===== config.mk =====
export PLATFORM = sky130hd
export DESIGN_NAME = fma16_align_stage
export DESIGN_NICKNAME = d
export VERILOG_FILES = /design/src/rtl/fma16_pkg.sv /design/src/rtl/fma16_align_core.sv /design/src/rtl/fma16_align_stage.sv
export SDC_FILE = /design/constraint.sdc
export NUM_CORES = 1
export LEC_CHECK = 0
export ABC_AREA = 1
export CAP_MARGIN = 20
export CORE_MARGIN = 2
export CORE_UTILIZATION = 40
export DETAILED_ROUTE_END_ITERATION = 12
export SYNTH_ARGS = -nofsm -noshare
export SYNTH_HDL_FRONTEND = slang
export SYNTH_SLANG_ARGS = --single-unit

===== constraint.sdc =====
create_clock -name clk -period 3.3 [get_ports clk]
set_input_delay 0.495 -clock clk [delete_from_list [all_inputs] [get_ports clk]]
set_output_delay 0.495 -clock clk [all_outputs]
set_load 0.005 [all_outputs]

===== src/rtl/fma16_pkg.sv =====
// Shared types and constants for the fp16 FMA addend-alignment stage.
// Optional build macro used by fma16_align_stage: FMA16_ALIGN_PIPE2_EN.
package fma16_pkg;

    localparam int NF       = 10;
    localparam int BIAS     = 15;
    localparam int AW       = 4*NF + 6;
    localparam int ACNTW    = 8;
    localparam int ACNT_OFS = NF + 3;
    localparam int KILLZ_MAX = AW - NF - 1;

    typedef struct packed {
        logic [6:0]  Pe;
        logic        PZero;
        logic        PSgn;
        logic [4:0]  Ze;
        logic [NF:0] Zm;
        logic        ZSgn;
    } align_in_t;

    typedef struct packed {
        logic [AW-1:0] Am;
        logic          ASticky;
        logic          KillProd;
        logic          InvA;
        logic [6:0]    ExpOut;
    } align_out_t;

    // Pe is signed and may be below zero for tiny products; Ze is always unsigned.
    function automatic logic signed [ACNTW-1:0] calc_acnt(input logic [6:0] pe,
                                                          input logic [4:0] ze);
        return $signed({pe[6], pe}) - $signed({3'b000, ze}) + 8'sd13;
    endfunction

endpackage


===== src/rtl/fma16_align_core.sv =====
// Combinational alignment of the Z significand against the product exponent.
// Shared by both pipeline depths of fma16_align_stage (FMA16_ALIGN_PIPE2_EN).
import fma16_pkg::*;

module fma16_align_core (
    input  align_in_t               i_beat,
    input  logic signed [ACNTW-1:0] i_acnt,
    output align_out_t              o_res
);

    logic          w_kill_p;
    logic          w_kill_z;
    logic [AW-1:0] w_field;
    logic [AW-1:0] w_shifted;

    assign w_kill_p  = i_beat.PZero | (i_acnt < 8'sd0);
    assign w_kill_z  = (i_acnt > 8'sd35);
    assign w_field   = {i_beat.Zm, {KILLZ_MAX{1'b0}}};
    assign w_shifted = w_field >> i_acnt[5:0];

    always_comb begin
        o_res      = '0;
        o_res.InvA = i_beat.PSgn ^ i_beat.ZSgn;
        if (w_kill_p) begin
            // Product contributes nothing: park Z at the product-sized position.
            o_res.KillProd = 1'b1;
            o_res.Am       = {12'b0, i_beat.Zm, 23'b0};
            o_res.ExpOut   = {2'b00, i_beat.Ze};
        end else if (w_kill_z) begin
            o_res.ASticky  = |i_beat.Zm;
            o_res.ExpOut   = i_beat.Pe;
        end else begin
            o_res.Am       = w_shifted;
            o_res.ExpOut   = i_beat.Pe;
        end
    end

endmodule


===== src/rtl/fma16_align_stage.sv =====
// Addend-alignment pipeline stage: valid/ready handshake, output register plus skid buffer.
// FMA16_ALIGN_PIPE2_EN adds a register between Acnt compute and the shifter (latency 2, skid 2).
import fma16_pkg::*;

module fma16_align_stage (
    input  logic          clk,
    input  logic          reset_n,
    input  logic          InValid,
    output logic          InReady,
    input  logic [6:0]    Pe,
    input  logic          PZero,
    input  logic          PSgn,
    input  logic [4:0]    Ze,
    input  logic [10:0]   Zm,
    input  logic          ZSgn,
    output logic          OutValid,
    input  logic          OutReady,
    output logic [45:0]   Am,
    output logic          ASticky,
    output logic          KillProd,
    output logic          InvA,
    output logic [6:0]    ExpOut
);

    align_in_t  w_in_beat;
    align_out_t w_res;
    logic       w_in_fire;
    logic       w_src_v;
    logic       r_in_ready;

    assign w_in_beat = '{Pe: Pe, PZero: PZero, PSgn: PSgn, Ze: Ze, Zm: Zm, ZSgn: ZSgn};
    assign w_in_fire = InValid & r_in_ready;

`ifdef FMA16_ALIGN_PIPE2_EN
    localparam int SKD = 2;

    logic                    r_a_v;
    align_in_t               r_a_beat;
    logic signed [ACNTW-1:0] r_a_acnt;

    // Stage A never stalls; the credit check on InReady guarantees skid room downstream.
    always_ff @(posedge clk or negedge reset_n) begin
        if (!reset_n) begin
            r_a_v    <= 1'b0;
            r_a_beat <= '0;
            r_a_acnt <= '0;
        end else begin
            r_a_v <= w_in_fire;
            if (w_in_fire) begin
                r_a_beat <= w_in_beat;
                r_a_acnt <= calc_acnt(Pe, Ze);
            end
        end
    end

    fma16_align_core u_core (
        .i_beat (r_a_beat),
        .i_acnt (r_a_acnt),
        .o_res  (w_res)
    );

    assign w_src_v = r_a_v;
`else
    localparam int SKD = 1;

    logic signed [ACNTW-1:0] w_acnt;

    assign w_acnt = calc_acnt(Pe, Ze);

    fma16_align_core u_core (
        .i_beat (w_in_beat),
        .i_acnt (w_acnt),
        .o_res  (w_res)
    );

    assign w_src_v = w_in_fire;
`endif

    align_out_t r_out;
    logic       r_out_v;
    align_out_t r_skid   [SKD];
    align_out_t w_skid_n [SKD];
    logic [1:0] r_cnt;
    logic [1:0] w_cnt_n;
    logic [1:0] w_pos;
    logic       w_load;
    logic       w_pop;
    logic       w_push;
    align_out_t w_out_n;
    logic       w_out_v_n;

    assign w_load = ~r_out_v | OutReady;
    assign w_pop  = w_load & (r_cnt != 2'd0);
    assign w_push = w_src_v & ~(w_load & (r_cnt == 2'd0));
    assign w_pos  = r_cnt - {1'b0, w_pop};

    // Oldest skid entry always sits at index 0 so ordering is preserved.
    always_comb begin
        w_skid_n  = r_skid;
        w_out_n   = r_out;
        w_out_v_n = r_out_v;
        w_cnt_n   = r_cnt - {1'b0, w_pop} + {1'b0, w_push};
        if (w_pop) begin
            for (int i = 0; i < SKD - 1; i++) begin
                w_skid_n[i] = r_skid[i+1];
            end
        end
        if (w_push) begin
            for (int i = 0; i < SKD; i++) begin
                if (i == int'(w_pos)) begin
                    w_skid_n[i] = w_res;
                end
            end
        end
        if (w_load) begin
            if (w_pop) begin
                w_out_n   = r_skid[0];
                w_out_v_n = 1'b1;
            end else if (w_src_v) begin
                w_out_n   = w_res;
                w_out_v_n = 1'b1;
            end else begin
                w_out_v_n = 1'b0;
            end
        end
    end

    always_ff @(posedge clk or negedge reset_n) begin
        if (!reset_n) begin
            r_out      <= '0;
            r_out_v    <= 1'b0;
            r_cnt      <= 2'd0;
            r_in_ready <= 1'b1;
            for (int i = 0; i < SKD; i++) begin
                r_skid[i] <= '0;
            end
        end else begin
            r_out   <= w_out_n;
            r_out_v <= w_out_v_n;
            r_cnt   <= w_cnt_n;
            r_skid  <= w_skid_n;
`ifdef FMA16_ALIGN_PIPE2_EN
            r_in_ready <= ({1'b0, w_cnt_n} + {2'b00, w_in_fire}) < 3'd2;
`else
            r_in_ready <= (w_cnt_n == 2'd0);
`endif
        end
    end

    assign InReady  = r_in_ready;
    assign OutValid = r_out_v;
    assign Am       = r_out.Am;
    assign ASticky  = r_out.ASticky;
    assign KillProd = r_out.KillProd;
    assign InvA     = r_out.InvA;
    assign ExpOut   = r_out.ExpOut;

endmodule


==> flow_metrics.env <==
export IMPL_initialDrtViolationCount=450
export IMPL_antenna_cells=0
export IMPL_status="finished clean"
export IMPL_cts_resized_gates=0
export IMPL_syn_avg_cell_area_sq_um=7.050
export IMPL_grt_max_degree=117
export IMPL_worst_setup_path_end_kind="flop"
export IMPL_cts_clk_slew_worst_paths_ns=0.05
export IMPL_syn_to_final_growth_pct=27.65
export IMPL_dp_hpwl_um=13510
export IMPL_htreeDepth=4
export IMPL_nNetsFinal=1105
export IMPL_synthArstFlopShare=1.000
export IMPL_viasPerCell=5.003
export IMPL_stdcell_area_sq_mm=0.008612
export IMPL_swShare=0.3880
export IMPL_grt_pass1_vias=6086
export IMPL_drv_cap=0
export IMPL_maxSlewHeadroom=0.5905
export IMPL_die_area_sq_mm=0.01792
export IMPL_place_inst=1262
export IMPL_n_fill_cell=1628
export IMPL_drtAntennaViolNets=0
export IMPL_synth_edf_count=0
export IMPL_root_buffer="clkbuf_16"
export IMPL_p_leak_nw=4.259
export IMPL_synth_flop_cell="dfrtp_1"
export IMPL_cp_max_fo=13
export IMPL_core_sq_mm=0.01652
export IMPL_post_drt_wl_per_cell_um=14.54
export IMPL_p_seq_frac=0.306
export IMPL_fin_util=0.5212
export IMPL_postCtsSetupBuffers=0
export IMPL_die_x_um=133.9
export IMPL_reg2reg_slack_ns=1.14
export IMPL_power_frac_comb=0.455
export IMPL_dieHeight_um=133.9
export IMPL_holdCritPathClass="input pin to async pin"
export IMPL_cts_tree="yes"
export IMPL_grt_overflow=0
export IMPL_hold_viol=0
export IMPL_gp_congestion=0.9180
export IMPL_seq_area_frac_synth=0.4305
export IMPL_p_total_mw=6.923
export IMPL_clk_latency_ns=0.41
export IMPL_fmax_mhz=342.5
export IMPL_ys_warn_count=0
export IMPL_grt_total_usage=0.2189
export IMPL_finalWirelength_um=18820
export IMPL_setup_violations=0
export IMPL_power_internal_mw=4.237
export IMPL_critPathArrivalTime_ns=3.26
export IMPL_powerDensity_mw_per_mm2=803.9
export IMPL_r2r_start="r_cnt[0]"
export IMPL_drt_pass1_iter_count=7
export IMPL_ctsHoldBuffers=0
export IMPL_io_buffers=87
export IMPL_cts_buffers_inserted=17
export IMPL_antenna_found_initial=0
export IMPL_timing_worst_setup_path_type="input pin to flop"
export IMPL_placed_area_sq_mm=0.008079
export IMPL_ys_seq_elements=116
export IMPL_rr_worst_depth=9
export IMPL_cts_num_sinks=116
export IMPL_rows=47
export IMPL_grt_setup_unrepaired="no"
export IMPL_clock_path_buffers=2
export IMPL_finalCriticalPeriod_ns=2.920
export IMPL_netlist_instances=957
export IMPL_holdWs_ns=0.1719
export IMPL_r2r_end="r_skid[39]"
export IMPL_start_util=0.4083
export IMPL_p_sw_mw=2.686
export IMPL_io_pins=88
export IMPL_layout_cells_non_filler=1294
export IMPL_yosys_cell_types_count=36
export IMPL_ir_worst_vdd_mv=0.4359
export IMPL_startpoint_type="input pin"
export IMPL_drive_gt1_frac=0.09963
export IMPL_skew_ns=0.01334
export IMPL_period_share=0.8848
export IMPL_maxSlewViolCount=0
export IMPL_p_clk_frac=0.239
export IMPL_drcViolationCount=0
export IMPL_syn_area_sq_mm=0.006746
export IMPL_num_vias=6474
export IMPL_worst_slew_pin_slew_ns=0.6143
export IMPL_syn_num_nets=1001
export IMPL_grt_pass1_wl_um=31310
export IMPL_cp_required_ns=3.64
[worst max-delay path by stage]
stage | end | startpoint | slack, ns | cells past startpoint
2_1_floorplan | Am[2] | Pe[1] | 0.61 | 16
3_3_place_gp | Am[15] | Pe[1] | -0.009 | 17
3_5_place_dp | Am[17] | Pe[1] | -0.05 | 17
4_1_cts | Am[17] | Pe[1] | 0.37 | 17
5_1_grt | Am[15] | Pe[1] | 0.1 | 17
6_report | Am[45] | Pe[1] | 0.38 | 17
[worst max-delay path, stage by stage]
cell	delay, ns
clkdlybuf4s50_1	0.45
inv_1	0.05
ha_1	0.27
inv_1	0.04
ha_1	0.21
fa_1	0.45
buf_4	0.20
nor2_4	0.11
nand3_1	0.12
nand2_2	0.10
nand2_4	0.06
nand2_2	0.11
buf_4	0.24
nand3_1	0.12
nand2_1	0.08
inv_1	0.04
o21ai_0	0.13
[cells by family (layout without fill, tap and decap cells)]
logic type	after synthesis	in the layout	synth area share
fa+ha+maj	14	14	0.02708
buf+inv	123	240	0.07808
flops	116	116	0.4305
simple gates	566	566	0.3557
xor+xnor	3	3	0.003895
compound gates	135	135	0.1048
[sequential cells by signal, indices dropped and copies added, names as in the netlist]
register,cells
ASticky,1
InvA,1
r_skid,56
KillProd,1
ExpOut,7
r_cnt,2
Am,46
OutValid,1
InReady,1
[Yosys cell counts, types with 2 or more instances]
master,n,area (sq um)
nand2_4,3,33.78
o211ai_1,3,22.52
nor2_2,2,12.51
nand3_1,95,475.5
buf_2,18,90.09
o21ai_1,18,90.09
a21oi_1,25,125.1
nor4_1,2,12.51
a31oi_1,11,68.82
nand3_2,7,70.07
dfrtp_1,115,2878
inv_1,65,244.0
nor2_1,92,345.3
ha_1,13,162.7
o21ai_0,72,360.4
nand4_2,2,25.02
clkinv_1,2,7.510
buf_6,2,22.52
buf_4,3,22.52
o31ai_1,2,15.01
nor2_4,3,33.78
nand4_1,3,18.77
clkbuf_1,28,105.1
nand2_1,350,1314
inv_2,3,11.26
nand2_2,4,25.02
o22ai_1,4,25.02
xor2_1,2,17.52
[layout make-up]
class	instances	area, sq um	area share
clock buffers	27	503.0	0.05840
inverters	70	262.8	0.03051
multi-input cells	718	3323	0.3859
clock inverters	5	30.03	0.003487
repair buffers	138	1314	0.1525
well taps	220	275.3	0.03196
flip-flops and latches	116	2904	0.3372
[power by group through the flow]
stage	logic [mW]	registers [mW]	clock network [mW]
2_1_floorplan	1.90	2.13	0
3_3_place_gp	3.14	2.13	0
4_1_cts	3.17	2.12	1.69
6_report	3.15	2.12	1.66
5_1_grt	3.57	2.17	1.76
3_5_place_dp	3.16	2.13	0
[metrics by stage]
stage / setup TNS (ns) / setup slack [ns]
final: 0 / 0.3801
after detailed placement: -0.2470 / -0.04786
after global placement: -0.01590 / -0.009327
after floorplan: 0 / 0.6121
after CTS: 0 / 0.3721
after global routing: 0 / 0.09525
[layout by cell type (no fill, tap or decap)]
cell type	n
clkbuf_8	4
o31ai_1	2
a21oi_1	25
inv_2	3
clkdlybuf4s50_1	86
nor4_1	2
nand2_1	350
nand2_4	3
buf_4	47
dfstp_2	1
nand3_1	94
nand4_1	3
nand3_2	8
clkbuf_16	17
clkinv_2	3
fa_1	1
o22ai_1	4
nand3b_2	1
nor2_4	3
nand4_2	2
nand3_4	1
clkbuf_1	6
nor2_1	91
buf_12	5
o21ai_1	18
nand2_2	4
a31oi_1	11
nor2_2	3
ha_1	13
inv_1	65
clkinv_1	2
nor3_1	1
xor2_1	2
o211ai_1	3
dfrtp_1	115
clkinvlp_4	2
xnor2_1	1
o21ai_0	72
[layer usage]
layer  track usage  vias up  part of all wire
met3       0.03515       21             0.041
met1        0.3147     3012              0.50
li1              -     3286                 -
met4       0.07033        0             0.015
met2        0.3385      155              0.45
met5             0        -                 0
Note: power is estimated with default switching activity, not from simulation.
